[src/rtl/byte_striping_pkg.sv]
// Shared definitions for the byte striper / unstriper pair: width codes, byte counts, state encoding.
package byte_striping_pkg;

    localparam int unsigned WORD_W  = 32;
    localparam int unsigned BYTE_W  = 8;
    localparam int unsigned WCODE_W = 2;
    localparam int unsigned CNT_W   = 2;
    localparam int unsigned NB_W    = 3;

    localparam logic [WCODE_W-1:0] W8A = 2'b00;
    localparam logic [WCODE_W-1:0] W16 = 2'b01;
    localparam logic [WCODE_W-1:0] W32 = 2'b10;
    localparam logic [WCODE_W-1:0] W8B = 2'b11;

    typedef enum logic {
        IDLE = 1'b0,
        SEND = 1'b1
    } state_t;

    // Number of bytes carried by a word of the given width code.
    function automatic logic [NB_W-1:0] bytes_for_width(input logic [WCODE_W-1:0] s);
        logic [NB_W-1:0] n;
        case (s)
            W16:     n = 3'd2;
            W32:     n = 3'd4;
            default: n = 3'd1;
        endcase
        return n;
    endfunction

endpackage

[src/rtl/byte_shift_out.sv]
// 32-bit load/shift register that presents a word one byte at a time in MSB- or LSB-first order.
module byte_shift_out
    import byte_striping_pkg::*;
#(
    parameter bit MSB_FIRST = 1'b1
) (
    input  logic                clk8,
    input  logic                reset,
    input  logic                enb,
    input  logic                load,
    input  logic                shift,
    input  logic [WCODE_W-1:0]  width,
    input  logic [WORD_W-1:0]   din,
    output logic [BYTE_W-1:0]   first_byte_c,
    output logic [BYTE_W-1:0]   next_byte_c
);

    logic [WORD_W-1:0] sreg;
    logic [WORD_W-1:0] aligned_c;

    // Align the offered word so its first byte sits at the output end of the register.
    always_comb begin
        aligned_c = '0;
        case (width)
            W16:     aligned_c = MSB_FIRST ? {din[15:0], 16'h0000} : {16'h0000, din[15:0]};
            W32:     aligned_c = din;
            default: aligned_c = MSB_FIRST ? {din[7:0], 24'h000000} : {24'h000000, din[7:0]};
        endcase
        first_byte_c = MSB_FIRST ? aligned_c[31:24] : aligned_c[7:0];
        next_byte_c  = MSB_FIRST ? sreg[31:24] : sreg[7:0];
    end

    // Hold the bytes still to be sent; the first byte goes straight to the output on load.
    always_ff @(posedge clk8) begin
        if (reset) begin
            sreg <= '0;
        end else if (enb) begin
            if (load) begin
                sreg <= MSB_FIRST ? (aligned_c << 8) : (aligned_c >> 8);
            end else if (shift) begin
                sreg <= MSB_FIRST ? (sreg << 8) : (sreg >> 8);
            end
        end
    end

endmodule

[src/rtl/byte_striping.sv]
// Serializes 8/16/32-bit words onto an 8-bit lane with byte index and last-byte flag.
module byte_striping
    import byte_striping_pkg::*;
#(
    parameter bit          MSB_FIRST = 1'b1,
    parameter logic [7:0]  IDLE_BYTE = 8'h00
) (
    input  logic                clk8,
    input  logic                reset,
    input  logic                enb,
    input  logic [WCODE_W-1:0]  S,
    input  logic [WORD_W-1:0]   entrada,
    input  logic                in_valid,
    output logic                in_ready,
    output logic [BYTE_W-1:0]   salida,
    output logic                out_valid,
    output logic [CNT_W-1:0]    contador,
    output logic                ultimo,
    output logic [WCODE_W-1:0]  internoS
);

    state_t            state;
    logic [CNT_W-1:0]  remaining;
    logic              accept_c;
    logic              shift_c;
    logic [NB_W-1:0]   nbytes_c;
    logic [BYTE_W-1:0] first_byte_c;
    logic [BYTE_W-1:0] next_byte_c;

    // A new word is taken only when nothing is left to send behind the current byte.
    assign in_ready = ~reset & enb & (remaining == 2'd0);
    assign accept_c = in_valid & in_ready;
    assign shift_c  = ~accept_c & (remaining != 2'd0);
    assign nbytes_c = bytes_for_width(S);

    byte_shift_out #(
        .MSB_FIRST (MSB_FIRST)
    ) u_shift (
        .clk8         (clk8),
        .reset        (reset),
        .enb          (enb),
        .load         (accept_c),
        .shift        (shift_c),
        .width        (S),
        .din          (entrada),
        .first_byte_c (first_byte_c),
        .next_byte_c  (next_byte_c)
    );

    // Word sequencing: load on accept, step one byte per enabled edge, drop to idle when drained.
    always_ff @(posedge clk8) begin
        if (reset) begin
            state     <= IDLE;
            remaining <= '0;
            salida    <= IDLE_BYTE;
            out_valid <= 1'b0;
            contador  <= '0;
            ultimo    <= 1'b0;
            internoS  <= W8A;
        end else if (enb) begin
            if (accept_c) begin
                state     <= SEND;
                salida    <= first_byte_c;
                out_valid <= 1'b1;
                contador  <= '0;
                ultimo    <= (nbytes_c == 3'd1);
                internoS  <= S;
                remaining <= CNT_W'(nbytes_c - 3'd1);
            end else if (remaining != 2'd0) begin
                salida    <= next_byte_c;
                contador  <= contador + 2'd1;
                remaining <= remaining - 2'd1;
                ultimo    <= (remaining == 2'd1);
            end else if (state == SEND) begin
                state     <= IDLE;
                out_valid <= 1'b0;
                ultimo    <= 1'b0;
                contador  <= '0;
            end
        end
    end

endmodule

[config.mk]
export PLATFORM = sky130hd
export DESIGN_NAME = byte_striping
export DESIGN_NICKNAME = d
export VERILOG_FILES = /design/src/rtl/byte_striping_pkg.sv /design/src/rtl/byte_shift_out.sv /design/src/rtl/byte_striping.sv
export SDC_FILE = /design/constraint.sdc
export NUM_CORES = 1
export LEC_CHECK = 0
export ABC_AREA = 0
export CAP_MARGIN = 0
export CORE_MARGIN = 3
export CORE_UTILIZATION = 34
export CTS_CLUSTER_SIZE = 12
export DETAILED_ROUTE_END_ITERATION = 7
export HOLD_SLACK_MARGIN = 0.03
export SYNTH_ARGS = -nofsm -noshare
export SYNTH_HDL_FRONTEND = slang
export SYNTH_SLANG_ARGS = --single-unit
[constraint.sdc]
create_clock -name clk8 -period 1.7 [get_ports clk8]
set_clock_uncertainty 0.2 [all_clocks]
set_input_delay 0.17 -clock clk8 [delete_from_list [all_inputs] [get_ports clk8]]
set_output_delay 0.17 -clock clk8 [all_outputs]
set_load 0.03 [all_outputs]
==> results of run 1 <==
## metal layers
layer  up-vias  GRT usage  wire length [um]
li1       1003          -                 -
met1       973      0.244              2920
met2        82      0.263              2820
met3         8     0.0536               452
met4         0     0.0446                96
met5         -          0                 0
## critical path, delay by kind of cell, from the launching register on
family                   cells  cell delay, ns
flip-flops                   1            0.34
AND/OR/NAND/NOR              1            0.23
adder cells (fa/ha/maj)      1            0.15
buffers and inverters        4            0.41
## layout by cell type, fill, tap and decap left out, drive strengths merged
cell type      Yosys  final
ha                 6      6
and3               1      2
o31ai              1      1
dlymetal6s2s       0      5
clkbuf             8      5
clkinv             0      1
and4b              1      1
and3b              1      1
bufinv             0      1
a221o              8      8
nand2             10     10
a222oi             8      8
dfxtp             41     41
a22oi             17     17
nor3              18     18
a211oi            10     10
nand4b             1      1
nand3              1      1
o211ai             8      8
buf               16     34
nor2b              3      3
a311oi             8      8
mux2i              2      2
nor2              36     36
o21ai             10     10
clkdlybuf4s50      0     36
nand2b             1      1
clkinvlp           0      1
inv                7      7
dlygate4sd2        0     10
xnor2              1      1
a21oi              4      4
a221oi             1      1
and2               1      1
## final cells by class
class / instances / area [sq um] / area share
inverters: 7 / 31.3 / 0.0103
repair buffers: 85 / 857 / 0.282
flip-flops and latches: 41 / 822 / 0.270
clock inverters: 3 / 46.3 / 0.0152
clock buffers: 5 / 68.8 / 0.0226
well taps: 72 / 90.1 / 0.0296
multi-input cells: 159 / 1130 / 0.371
## cells in the mapped netlist (all sizes together)
cell type and number:
a211oi 10, a21oi 4, a221o 8, a221oi 1, a222oi 8, a22oi 17, a311oi 8, and2 1
and3 1, and3b 1, and4b 1, buf 16, clkbuf 8, dfxtp 41, ha 6, inv 7
mux2i 2, nand2 10, nand2b 1, nand3 1, nand4b 1, nor2 36, nor2b 3, nor3 18
o211ai 8, o21ai 10, o31ai 1, xnor2 1
## cell families after synthesis
kind of cell             count (synthesis)
AO/OA/AOI/OAI                           75
AND/OR/NAND/NOR                         74
flip-flops                              41
buffers and inverters                   31
adder cells (fa/ha/maj)                  6
multiplexers                             2
XOR/XNOR                                 1
## registers in the layout (all words and copies together), names as in the netlist
name,flops
out_valid,1
contador,2
u_shift.sreg,24
internoS,2
salida,8
state,1
ultimo,1
remaining,2
## stage by stage
step | hold slack, ns | utilization
6_report | 0.0796 | 0.540
5_1_grt | 0.116 | 0.540
4_1_cts | 0.259 | 0.521
3_5_place_dp | 0.248 | 0.498
3_3_place_gp | 0.248 | 0.498
2_1_floorplan | 0.106 | -
## final timing paths
kind,start,endpoint,slack [ns],depth (start not counted)
max,remaining[0],in_ready,-0.12,6
min,S[0],internoS[0],0.08,4
max reg2reg,remaining[0],u_shift.sreg[20],-0.12,7
min reg2reg,internoS[1],internoS[1],0.26,2
## power breakdown
| group | switching (mW) | internal (mW) | total, mW |
|---|---|---|---|
| registers | 0.0528 | 1.05 | 1.10 |
| clock network | 0.380 | 0.440 | 0.820 |
| logic | 0.560 | 0.522 | 1.08 |
| total | 0.993 | 2.01 | 3.01 |
## repair_timing
| item | 4_1_cts | 5_1_grt |
|---|---|---|
| endpoints found under the setup margin | 33 | 43 |
| setup buffers | 2 | 3 |
| cloned | 0 | 2 |
| pin swaps | 3 | 7 |
| gates resized for setup | 15 | 18 |
==> impl_metrics.env, run 1 <==
export IMPL_cp_slowest_cell="dfxtp_2"
export IMPL_p_leak_nw=1.21
export IMPL_fill_cells=539
export IMPL_clockBufferDepth=2
export IMPL_pre_cts_slack_ns=-0.397
export IMPL_die_y_um=83.3
export IMPL_power_density_nw_per_um2=987
export IMPL_drv_slew=0
export IMPL_synth_area_top_cells="dfxtp_1 (40%), nor2_1 (6.6%), a22oi_1 (6.3%), a221o_1 (3.9%), a222oi_1 (3.9%)"
export IMPL_track_usage=0.176
export IMPL_violations="setup timing"
export IMPL_fin_crit_sh=1.07
export IMPL_synth_top_area_frac=0.404
export IMPL_synth_compound_area_frac=0.285
export IMPL_grt_first_pass_wirelength_um=9860
export IMPL_clkLatencyLatePin_ns=0.30
export IMPL_setup_violations_final=18
export IMPL_coreArea_sq_um=5640
export IMPL_crit_chain="inv_2 > ha_4 > buf_8 > and3b_2 > buf_6 > buf_6"
export IMPL_synthToLayoutAreaGrowth_pct=49.7
export IMPL_cp_end_kind="output pin"
export IMPL_detailed_place_hpwl_um=4180
export IMPL_cts_num_sinks=41
export IMPL_clk_pin_slew_ns=0.09
export IMPL_globalplace_congestion=0.757
export IMPL_synth_xor_area_frac=0.00431
export IMPL_rsz0062_at_grt="true"
export IMPL_status="finished with violations"
export IMPL_ys_seq_area_frac=0.404
export IMPL_min_period_ns=1.82
export IMPL_die_w_um=83.3
export IMPL_max_stage_delay_ns=0.34
export IMPL_ys_warn_count=0
export IMPL_drt_pass1_iterations=7
export IMPL_via_per_inst=5.55
export IMPL_ios=53
export IMPL_drc_errors=0
export IMPL_worst_slew_margin_rel=0.714
export IMPL_grt_pass1_vias=1946
export IMPL_worstPathRequired_ns=1.33
export IMPL_antenna_found_initial=0
export IMPL_insertedDiodeCount=0
export IMPL_grt_overflow_total=0
export IMPL_final_nets=343
export IMPL_cap_violations=0
export IMPL_cts_made_buffers=5
export IMPL_fmax_ghz=0.550
export IMPL_rows=27
export IMPL_initialDrtViolationCount=213
export IMPL_grt_max_degree=40
export IMPL_synthCells=230
export IMPL_synth_mux_area_frac=0.00985
export IMPL_avgSynthCellArea_sq_um=8.84
export IMPL_ant_nets=0
export IMPL_syn_num_nets=274
export IMPL_synth_top_family_by_area="compound AO/OA/AOI/OAI gates"
export IMPL_yosys_cell_types_count=34
export IMPL_vias=2066
export IMPL_start_util=0.360
export IMPL_yosys_area_share_simple=0.184
export IMPL_crit_top_cell="buf_6"
export IMPL_cts_root_buffer="clkbuf_8"
export IMPL_setup_worst_path_start_class="flip-flop"
export IMPL_critical_path_class="flip-flop to output pin"
export IMPL_dp_cells=357
export IMPL_drive_gt1_frac=0.223
export IMPL_port_buffers=52
export IMPL_dieArea_sq_um=6940
export IMPL_hold_class="input port to flip-flop"
export IMPL_synth_fa_ha_area_frac=0.0369
export IMPL_wl_um=6290
export IMPL_synth_seq_cells=41
export IMPL_cts_tree="built"
export IMPL_netlist_top_cell_by_area="dfxtp_1"
export IMPL_h_tree_depth=2
export IMPL_path_max_fanout=6
export IMPL_crit_arrival_ns=1.45
export IMPL_ir_worst_vdd_mv=0.436
export IMPL_tns_ns=-1.06
export IMPL_hold_viol=0
export IMPL_total_power_mw=3.01
export IMPL_worst_pin_slew_ns=0.429
export IMPL_place_area_sq_um=2810
export IMPL_cts_hold_fix_buffers=0
export IMPL_timing_final_ws_setup_ns=-0.119
export IMPL_design_area_sq_um=3040
export IMPL_syn_area_sq_um=2030
export IMPL_wl_per_cell_um=16.9
export IMPL_stdcell_count=372
No activity file was read; power rests on OpenSTA's default activity.
==> run 2: changes to the inputs <==
--- a/config.mk
+++ b/config.mk
@@ -9,6 +9,7 @@
 export CAP_MARGIN = 0
 export CORE_MARGIN = 3
 export CORE_UTILIZATION = 34
+export CTS_CLUSTER_DIAMETER = 80
 export CTS_CLUSTER_SIZE = 12
 export DETAILED_ROUTE_END_ITERATION = 7
 export HOLD_SLACK_MARGIN = 0.03
==> results of run 2 <==
Final layout, timing and power as in run 1 (identical DEF).
==> run 3: changes to the inputs <==
--- a/config.mk
+++ b/config.mk
@@ -6,6 +6,7 @@
 export NUM_CORES = 1
 export LEC_CHECK = 0
 export ABC_AREA = 0
+export ABC_CLOCK_PERIOD_IN_PS = 1700
 export CAP_MARGIN = 0
 export CORE_MARGIN = 3
 export CORE_UTILIZATION = 34
==> results of run 3 <==
Final layout, timing and power as in run 1 (identical DEF).
